File: src/rtl/vram_dma_ctrl.sv
// VRAM fill/copy DMA engine sharing the vram_if host port (if0) with the CPU; the host always wins.
// Optional VRAM_DMA_STRIDE_EN adds dma_stride[7:0], a per-word destination step latched at start.
module vram_dma_ctrl #(
  parameter int AW    = 15,
  parameter int LEN_W = 16
) (
  input  logic             clk,
  input  logic             reset_n,
  input  logic [16:0]      host_addr,
  input  logic [1:0]       host_wrpattern,
  input  logic [7:0]       host_wrdata,
  input  logic [31:0]      host_cache32,
  input  logic             host_strobe,
  input  logic             host_write,
  input  logic             dma_start,
  input  logic             dma_abort,
  input  logic             dma_mode,
  input  logic [AW-1:0]    dma_src,
  input  logic [AW-1:0]    dma_dst,
  input  logic [LEN_W-1:0] dma_len,
  input  logic [31:0]      dma_fill,
`ifdef VRAM_DMA_STRIDE_EN
  input  logic [7:0]       dma_stride,
`endif
  output logic             dma_busy,
  output logic             dma_done,
  output logic [16:0]      if0_addr,
  output logic [1:0]       if0_wrpattern,
  output logic [7:0]       if0_wrdata,
  output logic [31:0]      if0_cache32,
  output logic             if0_strobe,
  output logic             if0_write,
  input  logic [31:0]      if0_rddata32
);

  typedef enum logic [2:0] {
    S_IDLE,
    S_RD,
    S_CAP,
    S_WR,
    S_ZERO,
    S_DONE
  } state_t;

  state_t           state;
  logic             mode_r;
  logic [AW-1:0]    src_r;
  logic [AW-1:0]    dst_r;
  logic [LEN_W-1:0] rem_r;
  logic [31:0]      data_r;
  logic [AW-1:0]    dst_step;
  logic             grant;
  logic             dma_req;

`ifdef VRAM_DMA_STRIDE_EN
  logic [7:0]       stride_r;
  assign dst_step = AW'(stride_r);
`else
  assign dst_step = AW'(1);
`endif

  assign grant   = ~host_strobe;
  assign dma_req = (state == S_RD) || (state == S_WR);

  always_ff @(posedge clk) begin
    if (!reset_n) begin
      state    <= S_IDLE;
      dma_busy <= 1'b0;
      dma_done <= 1'b0;
      mode_r   <= 1'b0;
      src_r    <= '0;
      dst_r    <= '0;
      rem_r    <= '0;
      data_r   <= '0;
`ifdef VRAM_DMA_STRIDE_EN
      stride_r <= '0;
`endif
    end else begin
      dma_done <= 1'b0;
      if (dma_abort && state != S_IDLE) begin
        state    <= S_IDLE;
        dma_busy <= 1'b0;
      end else begin
        case (state)
          S_IDLE: begin
            if (dma_start && !dma_abort) begin
              mode_r   <= dma_mode;
              src_r    <= dma_src;
              dst_r    <= dma_dst;
              rem_r    <= dma_len;
              // Fill mode writes data_r directly; copy mode overwrites it in CAP.
              data_r   <= dma_fill;
`ifdef VRAM_DMA_STRIDE_EN
              stride_r <= dma_stride;
`endif
              dma_busy <= 1'b1;
              if (dma_len == '0)
                state <= S_ZERO;
              else if (dma_mode)
                state <= S_RD;
              else
                state <= S_WR;
            end
          end
          S_RD: begin
            if (grant)
              state <= S_CAP;
          end
          S_CAP: begin
            data_r <= if0_rddata32;
            state  <= S_WR;
          end
          S_WR: begin
            if (grant) begin
              dst_r <= dst_r + dst_step;
              src_r <= src_r + AW'(1);
              rem_r <= rem_r - LEN_W'(1);
              if (rem_r == LEN_W'(1)) begin
                state    <= S_DONE;
                dma_done <= 1'b1;
              end else if (mode_r) begin
                state <= S_RD;
              end
            end
          end
          // Zero-length transfers spend one idle busy cycle so done lands two cycles after start.
          S_ZERO: begin
            state    <= S_DONE;
            dma_done <= 1'b1;
          end
          S_DONE: begin
            state    <= S_IDLE;
            dma_busy <= 1'b0;
          end
          default: begin
            state    <= S_IDLE;
            dma_busy <= 1'b0;
          end
        endcase
      end
    end
  end

  always_comb begin
    if0_addr      = host_addr;
    if0_wrpattern = host_wrpattern;
    if0_wrdata    = host_wrdata;
    if0_cache32   = host_cache32;
    if0_strobe    = host_strobe;
    if0_write     = host_write;
    if (!host_strobe && dma_req) begin
      if0_addr      = 17'({(state == S_RD) ? src_r : dst_r, 2'b00});
      if0_wrpattern = (state == S_WR) ? 2'b11 : 2'b00;
      if0_wrdata    = 8'h00;
      if0_cache32   = data_r;
      if0_strobe    = 1'b1;
      if0_write     = (state == S_WR);
    end
  end

endmodule

File: config.mk
export PLATFORM = sky130hd
export DESIGN_NAME = vram_dma_ctrl
export DESIGN_NICKNAME = d
export VERILOG_FILES = /design/src/rtl/vram_dma_ctrl.sv
export SDC_FILE = /design/constraint.sdc
export NUM_CORES = 1
export LEC_CHECK = 0
export CAP_MARGIN = 5
export CORE_ASPECT_RATIO = 0.9
export CORE_UTILIZATION = 48
export CTS_BUF_LIST = sky130_fd_sc_hd__clkbuf_4 sky130_fd_sc_hd__clkbuf_8
export CTS_CLUSTER_SIZE = 25
export DETAILED_ROUTE_END_ITERATION = 8
export MAX_ROUTING_LAYER = met4
export PLACE_DENSITY = 0.9
export SLEW_MARGIN = 20
export SYNTH_ARGS = -nofsm -noshare
export SYNTH_HDL_FRONTEND = slang
export SYNTH_SLANG_ARGS = --single-unit
File: constraint.sdc
create_clock -name clk -period 3.7 [get_ports clk]
set_clock_uncertainty 0.2 [all_clocks]
set_input_delay 0.555 -clock clk [delete_from_list [all_inputs] [get_ports clk]]
set_output_delay 0.555 -clock clk [all_outputs]
set_load 0.01 [all_outputs]
==> results of run 1 <==
-- kinds of logic (layout without fill, tap and decap cells) --
group                    Yosys count  count (layout)  synth area share [%]
AND/OR/NAND/NOR                  344             344                  30.4
AO/OA/AOI/OAI                    212             212                  25.5
flip-flops                        84              84                  30.6
buffers and inverters             74             279                  5.93
multiplexers                      35              35                  6.39
adder cells (fa/ha/maj)            5               5                  1.09
XOR/XNOR                           1               1                 0.159
-- critical path: stages (launching register included) --
cell and delay, ps:
dfxtp_1 670, nand2b_1 250, or2_2 360, buf_12 190, o21ai_0 220, clkdlybuf4s50_1 560
-- area by class of cell --
cell class	count	area share, %
Tap cell	152	2.33
Clock buffer	11	1.78
Multi-Input combinational cell	597	43.0
Sequential cell	84	20.6
Timing Repair Buffer	254	30.9
Inverter	9	0.415
Clock inverter	5	0.922
-- flip-flops by register name, indices dropped and copies added, names as in the netlist --
signal and count:
data_r 32, dma_busy 1, dma_done 1, dst_r 15, mode_r 1, rem_r 16, src_r 15, state 3
-- layout by cell type (no fill, tap or decap), drive strengths merged, types with 16 or more instances in the layout --
master,count
clkdlybuf4s50,238
nand2,164
dfxtp,84
nand4,16
a211oi,36
o22ai,19
mux2i,34
o21ai,51
buf,16
nor2,56
a21oi,43
and2,21
-- metrics by stage --
| step | cell area [µm²] | instances | hold WS (ps) | utilization (%) |
|---|---|---|---|---|
| 4_1_cts | 8150 | 1112 | 284 | 74.1 |
| 3_5_place_dp | 7930 | 1096 | 267 | 72.1 |
| 6_report | 8150 | 1112 | 283 | 74.1 |
| 2_1_floorplan | 5500 | 755 | 253 | - |
| 3_3_place_gp | 7930 | 1096 | 253 | 72.1 |
| 5_1_grt | 8150 | 1112 | 287 | 74.1 |
-- worst max path at each step --
stage	to	slack, ps	cells past startpoint
2_1_floorplan	if0_addr[10]	1430	5
3_3_place_gp	if0_addr[11]	580	5
3_5_place_dp	if0_addr[11]	520	5
4_1_cts	if0_addr[11]	320	5
5_1_grt	if0_addr[5]	150	5
6_report	if0_addr[11]	290	5
-- report_power, final --
part / internal (µW) / switching (µW) / leakage (µW)
logic: 544 / 521 / 0.00223
clock network: 403 / 330 / 0.000116
registers: 1000 / 101 / 0.000689
-- routing by layer --
layer | track usage (%) | vias up | wire [µm]
met3 | 7.14 | 40 | 1720
li1 | - | 3155 | -
met5 | - | - | 0
met4 | 9.55 | 0 | 463
met2 | 49.3 | 366 | 8550
met1 | 39.1 | 2939 | 7570
==> results.sh, run 1 <==
export IMPL_outcome="finished, final reports clean"
export IMPL_netlist_area_um2=5500
export IMPL_cap_violations=0
export IMPL_fillCellCount=878
export IMPL_initial_core_util_pct=50.1
export IMPL_ys_types=72
export IMPL_preCtsSetupSlack_ps=516
export IMPL_max_slew_margin_rel_pct=45.8
export IMPL_r2r_start="state[0]"
export IMPL_fp_dieW_um=115
export IMPL_min_path_cells=2
export IMPL_synth_top_cell_by_area="dfxtp_1"
export IMPL_grt_pass1_wl_um=28800
export IMPL_die_h_um=104
export IMPL_io_pins=239
export IMPL_cp_max_fo=75
export IMPL_worstReg2RegEnd="dst_r[6]"
export IMPL_finalCriticalPeriod_ps=3410
export IMPL_ys_warn_count=0
export IMPL_cts_resized_gates=0
export IMPL_crit_required_ps=2940
export IMPL_overflow=0
export IMPL_vias_per_cell=5.85
export IMPL_grt_start_max_net_pins=76
export IMPL_grt_usage_pct=31.1
export IMPL_syn_inst=755
export IMPL_ys_seq_area_share_pct=30.6
export IMPL_clock_path_buffers=2
export IMPL_post_synth_top_count_cell="nand2_1"
export IMPL_first_global_vias=5786
export IMPL_critPathKind="register to output port"
export IMPL_min_from="dma_busy"
export IMPL_layout_drive_gt1_share_pct=5.10
export IMPL_die_area_um2=11900
export IMPL_cts_tree="yes"
export IMPL_drc=0
export IMPL_hp_class="register to register"
export IMPL_route_vias_total=6500
export IMPL_synthFlopType="dfxtp_1"
export IMPL_fin_nets=1135
export IMPL_antenna_cells=0
export IMPL_synth_area_per_cell_um2=7.29
export IMPL_slew_viol_final=0
export IMPL_postRouteAntennaNets=0
export IMPL_ys_ff_latch=84
export IMPL_clock_latency_ps=360
export IMPL_finalSetupViolCount=0
export IMPL_cts_buffers=9
export IMPL_tns_ps=0
export IMPL_multi_input_area_um2=3510
export IMPL_max_freq_mhz=294
export IMPL_post_cts_buffers=0
export IMPL_rsz0062_at_grt="false"
export IMPL_finalCritPeriodShare_pct=92.1
export IMPL_synth_area_leaders="dfxtp_1 (31%), nand2_1 (11%), mux2i_1 (6.2%), a211oi_1 (4.9%), o21ai_0 (4.5%)"
export IMPL_startpoint_type="register"
export IMPL_synth_edf_count=0
export IMPL_r2r_slack_ps=1000
export IMPL_cts_clk_slew_worst_paths_ps=80
export IMPL_async_flop_share_pct=0
export IMPL_worstSetupEndpointType="output port"
export IMPL_crit_start="state[0]"
export IMPL_power_density_nw_per_um2=356
export IMPL_critPathArrivalTime_ps=2650
export IMPL_place_congestion=0.919
export IMPL_portBuffers=238
export IMPL_synth_nets=935
export IMPL_power_leakage_uw=0.00303
export IMPL_ir_drop_mv=0.265
export IMPL_synthTopCellsByCount="nand2_1 (164), dfxtp_1 (84), nor2_1 (56)"
export IMPL_syn2layout_area_growth_pct=48.0
export IMPL_wl_um=18300
export IMPL_ff2ff_path_depth=5
export IMPL_std_cell_rows=36
export IMPL_clock_sinks=84
export IMPL_hold_path_endpoint="dma_busy"
export IMPL_routedWlPerCell_um=16.5
export IMPL_drt_initial_drc_count=582
export IMPL_hold_violations=0
export IMPL_htree_levels=3
export IMPL_netlist_area_leader_share_pct=30.6
export IMPL_p_total_uw=2900
export IMPL_fin_ws_ps=294
export IMPL_dp_hpwl_um=13300
export IMPL_dr_pass1_iters=5
export IMPL_cts_hold_buffers=0
export IMPL_seqCellArea_um2=1680
export IMPL_worst_pin_slew_ps=810
export IMPL_clockRootBuffer="clkbuf_8"
export IMPL_core_area_um2=11000
export IMPL_antenna_found_initial=0
(Power assumes the default switching activity.)
==> inputs of run 2 (changes only) <==
--- a/config.mk
+++ b/config.mk
@@ -7,10 +7,12 @@
 export LEC_CHECK = 0
 export CAP_MARGIN = 5
 export CORE_ASPECT_RATIO = 0.9
+export CORE_MARGIN = 2
 export CORE_UTILIZATION = 48
 export CTS_BUF_LIST = sky130_fd_sc_hd__clkbuf_4 sky130_fd_sc_hd__clkbuf_8
 export CTS_CLUSTER_SIZE = 25
 export DETAILED_ROUTE_END_ITERATION = 8
+export GPL_ROUTABILITY_DRIVEN = 0
 export MAX_ROUTING_LAYER = met4
 export PLACE_DENSITY = 0.9
 export SLEW_MARGIN = 20
==> constraint.sdc (replaced) <==
create_clock -name clk -period 3.7 [get_ports clk]
set_clock_uncertainty 0.2 [all_clocks]
set_input_delay 0.555 -clock clk [delete_from_list [all_inputs] [get_ports clk]]
set_output_delay 0.555 -clock clk [all_outputs]
set_load 0.05 [all_outputs]
==> run 2 against run 1 <==
Hold slack got worse by 9.2 ps. Worst setup slack gained 180 ps. Sequential share of layout area fell by 1.4 points. Via count is 1.2% higher. Sequential power about the same. Design area up 7.2%. Total power grew 10%. Utilization is 3.2 points higher. First-iteration DRC count grew 9.3%. Die area is 3.7% higher. Clock-buffer cell count up 1. Fmax up 5.4%. Largest cell class unchanged. Largest power group is now combinational cells.
==> results.sh, run 2 (synthesized netlist as in run 1, its figures left out) <==
export IMPL_outcome="finished, final reports clean"
export IMPL_io_pins=239
export IMPL_antenna_found_initial=0
export IMPL_power_leakage_uw=0.00336
export IMPL_max_freq_mhz=310
export IMPL_slowest_stage="dfxtp_1"
export IMPL_grt_start_max_net_pins=65
export IMPL_cts_clk_slew_worst_paths_ps=80
export IMPL_routedWlPerCell_um=17.1
export IMPL_grt_pass1_wl_um=30400
export IMPL_top_register="data_r"
export IMPL_dp_hpwl_um=14300
export IMPL_layout_drive_gt1_share_pct=11.8
export IMPL_r2r_slack_ps=980
export IMPL_syn2layout_area_growth_pct=58.7
export IMPL_postLayoutCellArea_um2=8730
export IMPL_critPathMaxStageDelay_ps=610
export IMPL_fin_cells=1120
export IMPL_hp_class="register to register"
export IMPL_slew_viol_final=0
export IMPL_layout_commonest_cell="clkdlybuf4s50_1"
export IMPL_path_buf_inv=2
export IMPL_rsz0062_at_grt="false"
export IMPL_cp_max_fo=55
export IMPL_max_slew_margin_rel_pct=41.4
export IMPL_grt_usage_pct=31.4
export IMPL_clock_latency_ps=360
export IMPL_r2r_start="state[1]"
export IMPL_post_cts_buffers=0
export IMPL_die_h_um=106
export IMPL_utilization_pct=77.3
export IMPL_fin_nets=1139
export IMPL_top_regs="data_r: 32 flops, rem_r: 16 flops"
export IMPL_placed_cell_area_um2=8550
export IMPL_largest_reg_flops=32
export IMPL_post_place_cells=1104
export IMPL_vias_per_cell=5.88
export IMPL_worst_pin_slew_ps=877
export IMPL_cap_violations=0
export IMPL_overflow=0
export IMPL_worstSetupEndpointType="output port"
export IMPL_drt_initial_drc_count=636
export IMPL_crit_required_ps=2940
export IMPL_core_area_um2=11300
export IMPL_min_path_cells=2
export IMPL_ir_drop_mv=0.267
export IMPL_power_density_nw_per_um2=367
export IMPL_cts_hold_buffers=0
export IMPL_finalCriticalPeriod_ps=3230
export IMPL_finalSetupViolCount=0
export IMPL_startpoint_type="register"
export IMPL_crit_start="state[2]"
export IMPL_cp_cell_sequence="nand2b_1 -> or2_4 -> buf_4 -> nand2_1 -> nand2_1 -> buf_12"
export IMPL_first_global_vias=6262
export IMPL_tns_ps=0
export IMPL_portBuffers=238
export IMPL_wl_um=19200
export IMPL_hold_ws_ps=274
export IMPL_std_cell_rows=37
export IMPL_dr_pass1_iters=5
export IMPL_finalCritPeriodShare_pct=87.3
export IMPL_crit_top_cell="nand2_1"
export IMPL_route_vias_total=6581
export IMPL_min_from="dma_busy"
export IMPL_fp_dieW_um=117
export IMPL_htree_levels=3
export IMPL_clock_path_buffers=2
export IMPL_clockRootBuffer="clkbuf_8"
export IMPL_drc=0
export IMPL_ff2ff_path_depth=5
export IMPL_final_cell_mix="clkdlybuf4s50_1 (178), nand2_1 (164), dfxtp_1 (84), buf_12 (60), nor2_1 (55)"
export IMPL_cts_tree="yes"
export IMPL_antenna_cells=0
export IMPL_hold_violations=0
export IMPL_initial_core_util_pct=48.7
export IMPL_critPathArrivalTime_ps=2480
export IMPL_postRouteAntennaNets=0
export IMPL_critical_path_top_delay_family="simple AND/OR/NAND/NOR gates"
export IMPL_worstReg2RegEnd="src_r[7]"
export IMPL_cts_buffers=9
export IMPL_clock_sinks=84
export IMPL_critPathKind="register to output port"
export IMPL_die_area_um2=12300
export IMPL_hold_path_endpoint="dma_busy"
## run 2: changes by cell type in the layout (fill, tap and decap cells not counted)
| cell | previous run | this run |
|---|---|---|
| clkdlybuf4s50_1 | 238 | 178 |
| buf_12 | 1 | 60 |
| buf_4 | 15 | 20 |
| bufinv_16 | 2 | 0 |
| clkbuf_8 | 10 | 11 |
| clkinv_1 | 1 | 0 |
| clkinv_4 | 0 | 1 |
| inv_2 | 0 | 1 |
| or2_2 | 1 | 0 |
| or2_4 | 0 | 1 |
## run 2: worst max-delay path by stage
stage,end,slack (ps),depth (start not counted)
finish,if0_cache32[25],470,6
global route,if0_cache32[26],300,6
detailed placement,if0_cache32[25],440,6
CTS,if0_cache32[25],160,6
floorplan,if0_addr[10],620,5
global placement,if0_cache32[31],500,6
## run 2: report_power, final
group / internal [µW] / switching [µW] / leakage (µW)
Combinational: 691 / 790 / 0.00257
Clock: 286 / 333 / 0.0000995
Sequential: 1000 / 103 / 0.000689
Total: 1980 / 1230 / 0.00336
## run 2: repair_timing
action | 4_1_cts | 5_1_grt
setup endpoints to repair | 0 | 10
resized for setup | 0 | 1
endpoints found under the hold margin | 0 | 0
## run 2: cell type report
type,count,area [µm²]
multi-input combinational,597,3510
timing repair buffer,258,3130
fill,814,2560
sequential,84,1680
tap,156,195
clock buffer,12,159
inverter,9,33.8
clock inverter,4,23.8
## run 2: worst reg2reg max path, delay by kind of cell (launching register included)
| kind | cells | cell delay, ps |
|---|---|---|
| simple gates | 1 | 580 |
| flops | 1 | 630 |
| buf+inv | 2 | 750 |
| compound gates | 2 | 460 |
## run 2: per-layer routing
metal | vias to the layer above | routed length [µm] | track usage [%]
met5 | - | 0 | -
met1 | 2999 | 7870 | 40.3
met3 | 48 | 1500 | 5.81
met2 | 370 | 9330 | 50.3
li1 | 3164 | - | -
met4 | 0 | 476 | 9.66
## run 2: stage by stage
step                power, µW  setup WS [ps]
floorplan                1920            617
detailed placement       2590            441
global route             3360            301
CTS                      3200            161
finish                   3200            469
global placement         2550            502
==> inputs of run 3 (changes only) <==
--- a/config.mk
+++ b/config.mk
@@ -5,10 +5,11 @@
 export SDC_FILE = /design/constraint.sdc
 export NUM_CORES = 1
 export LEC_CHECK = 0
+export ABC_AREA = 1
 export CAP_MARGIN = 5
 export CORE_ASPECT_RATIO = 0.9
 export CORE_MARGIN = 2
-export CORE_UTILIZATION = 48
+export CORE_UTILIZATION = 49
 export CTS_BUF_LIST = sky130_fd_sc_hd__clkbuf_4 sky130_fd_sc_hd__clkbuf_8
 export CTS_CLUSTER_SIZE = 25
 export DETAILED_ROUTE_END_ITERATION = 8
==> run 3 against run 2 <==
Cell count up 28%. First-iteration DRC count up 11%. Sequential cell count unchanged. Clock power down 2%. Non-clock buffer count down 6. Highest routed layer unchanged. Register-to-register slack better by 220 ps. Synthesized cell count up 41%. Combinational power up 64%. Worst setup slack better by 260 ps. Critical path depth up 2. Via count up 14%.
==> results.sh, run 3 <==
export IMPL_outcome="finished, final reports clean"
export IMPL_crit_required_ps=2940
export IMPL_synth_area_per_cell_um2=5.51
export IMPL_syn_inst=1063
export IMPL_final_cell_mix="nand2_1 (393), nor2_1 (178), clkdlybuf4s50_1 (178), o21ai_0 (97), dfxtp_1 (84)"
export IMPL_switching_share_pct=48.7
export IMPL_seqPwrFrac_pct=29.3
export IMPL_die_h_um=108
export IMPL_finalCriticalPeriod_ps=2970
export IMPL_grt_usage_pct=32.1
export IMPL_p_clk_share_pct=14.2
export IMPL_post_synth_top_count_cell="nand2_1"
export IMPL_synthFlopType="dfxtp_1"
export IMPL_dp_hpwl_um=14800
export IMPL_post_cts_buffers=0
export IMPL_critPathArrivalTime_ps=2210
export IMPL_p_sw_uw=2100
export IMPL_route_vias_total=7530
export IMPL_htree_levels=3
export IMPL_portBuffers=238
export IMPL_cts_tree="yes"
export IMPL_cts_buffers=9
export IMPL_pwr_share_comb_pct=56.5
export IMPL_critPathMaxStageDelay_ps=600
export IMPL_worstSetupEndpointType="output port"
export IMPL_ys_warn_count=0
export IMPL_first_global_vias=6984
export IMPL_cap_violations=0
export IMPL_rsz0062_at_grt="false"
export IMPL_layout_drive_gt1_share_pct=8.33
export IMPL_cts_clk_slew_worst_paths_ps=90
export IMPL_clockRootBuffer="clkbuf_8"
export IMPL_power_leakage_uw=0.00385
export IMPL_startpoint_type="primary input"
export IMPL_grt_start_max_net_pins=56
export IMPL_critPathKind="primary input to output port"
export IMPL_max_slew_margin_rel_pct=37.0
export IMPL_layout_commonest_cell="nand2_1"
export IMPL_routedWlPerCell_um=14.1
export IMPL_clock_sinks=84
export IMPL_p_int_uw=2210
export IMPL_synth_nets=1243
export IMPL_clock_path_buffers=2
export IMPL_ys_types=28
export IMPL_postRouteAntennaNets=0
export IMPL_dr_pass1_iters=5
export IMPL_die_area_um2=12800
export IMPL_grt_pass1_wl_um=32700
export IMPL_tns_ps=0
export IMPL_synth_top_cell_by_area="dfxtp_1"
export IMPL_ir_drop_mv=0.326
export IMPL_fin_nets=1448
export IMPL_hold_violations=0
export IMPL_finalCritPeriodShare_pct=80.2
export IMPL_cp_max_fo=47
export IMPL_syn2layout_area_growth_pct=45.4
export IMPL_worst_pin_slew_ps=944
export IMPL_synthTopCellsByCount="nand2_1 (393), nor2_1 (178), o21ai_0 (97)"
export IMPL_cp_cell_sequence="clkdlybuf4s50_1 -> nor2_4 -> inv_2 -> buf_4 -> a21oi_1 -> o21ai_0 -> nand2_1 -> buf_12"
export IMPL_finalSetupViolCount=0
export IMPL_drt_initial_drc_count=709
export IMPL_slew_viol_final=0
export IMPL_initial_core_util_pct=50.8
export IMPL_cts_resized_gates=0
export IMPL_ys_ff_latch=84
export IMPL_io_pins=239
export IMPL_p_total_uw=4300
export IMPL_hp_class="register to register"
export IMPL_drc=0
export IMPL_wl_um=20100
export IMPL_clock_latency_ps=360
export IMPL_synth_area_leaders="dfxtp_1 (29%), nand2_1 (25%), nor2_1 (11%), o21ai_0 (8.3%), nand3_1 (6.7%)"
export IMPL_power_density_nw_per_um2=505
export IMPL_antenna_found_initial=1
export IMPL_top_register="data_r"
export IMPL_r2r_slack_ps=1200
export IMPL_max_freq_mhz=337
export IMPL_overflow=0
export IMPL_vias_per_cell=5.27
export IMPL_netlist_area_um2=5850
export IMPL_ys_seq_area_share_pct=28.7
export IMPL_largest_reg_flops=32
export IMPL_async_flop_share_pct=0
export IMPL_slowest_stage="clkdlybuf4s50_1"
export IMPL_fillCellCount=1001
export IMPL_netlist_area_leader_share_pct=28.7
export IMPL_std_cell_rows=37
export IMPL_top_regs="data_r: 32 flops, rem_r: 16 flops"
export IMPL_hold_ws_ps=296
export IMPL_synth_edf_count=0
export IMPL_core_area_um2=11500
export IMPL_fp_dieW_um=119
export IMPL_cts_hold_buffers=0
## run 3: changes by cell type after synthesis, sizes merged, moves of 19 or more
cell	delta
nand3	+65
nor2	+125
a21oi	+21
and2	-21
o22ai	-19
o21ai	+48
nand2	+231
inv	+61
mux2i	-34
a211oi	-36
## run 3: through the flow
stage	utilization (%)	instances	cell area [µm²]	setup WS, ps
after floorplan	-	1063	5850	765
after global placement	72.3	1413	8330	820
after detailed placement	72.3	1413	8330	750
after CTS	73.8	1429	8500	744
after global routing	73.9	1430	8510	611
final	73.9	1430	8510	733
## run 3: cell families after synthesis
family	after synthesis	synth area share (%)
adder cells (fa/ha/maj)	4	0.855
buffers and inverters	127	9.00
AO/OA/AOI/OAI	172	15.1
AND/OR/NAND/NOR	676	46.3
flip-flops	84	28.7
## run 3: cell type report
cell class                      count  area [µm²]  share of cell area [%]
Inverter                           69         259                    3.04
Tap cell                          156         195                    2.29
Clock inverter                      5        27.5                   0.323
Multi-Input combinational cell    852        3650                    42.9
Clock buffer                       11         145                    1.70
Timing Repair Buffer              252        2550                    29.9
Sequential cell                    84        1680                    19.8
Antenna cell                        1        2.50                  0.0294
## run 3: path summary, 6_finish.rpt
kind,startpoint,end,depth (start not counted)
max,host_strobe,if0_addr[6],8
min,rem_r[8],rem_r[8],2
max reg2reg,state[2],data_r[2],8
min reg2reg,rem_r[8],rem_r[8],2
## run 3: routing by layer
metal / GRT usage [%] / share of wire [%] / up-vias / routed length, µm
met4: 12.0 / 2.8 / 0 / 565
met2: 52.3 / 48 / 381 / 9630
met3: 5.30 / 8.8 / 48 / 1770
met5: - / 0 / - / 0
met1: 40.2 / 40 / 3311 / 8130
li1: - / - / 3790 / -
## run 3: power groups by stage
stage / combinational [µW] / sequential [µW] / clock (µW)
after global placement: 2370 / 1270 / 0
after detailed placement: 2410 / 1270 / 0
final: 2430 / 1260 / 609
after floorplan: 1630 / 1220 / 0
after global routing: 2670 / 1280 / 654
after CTS: 2420 / 1260 / 621
## run 3: worst max-delay path: cells and delay by family
kind | cells | cell delay [ps]
AO/OA/AOI/OAI | 2 | 210
buffers and inverters | 4 | 1210
AND/OR/NAND/NOR | 2 | 200
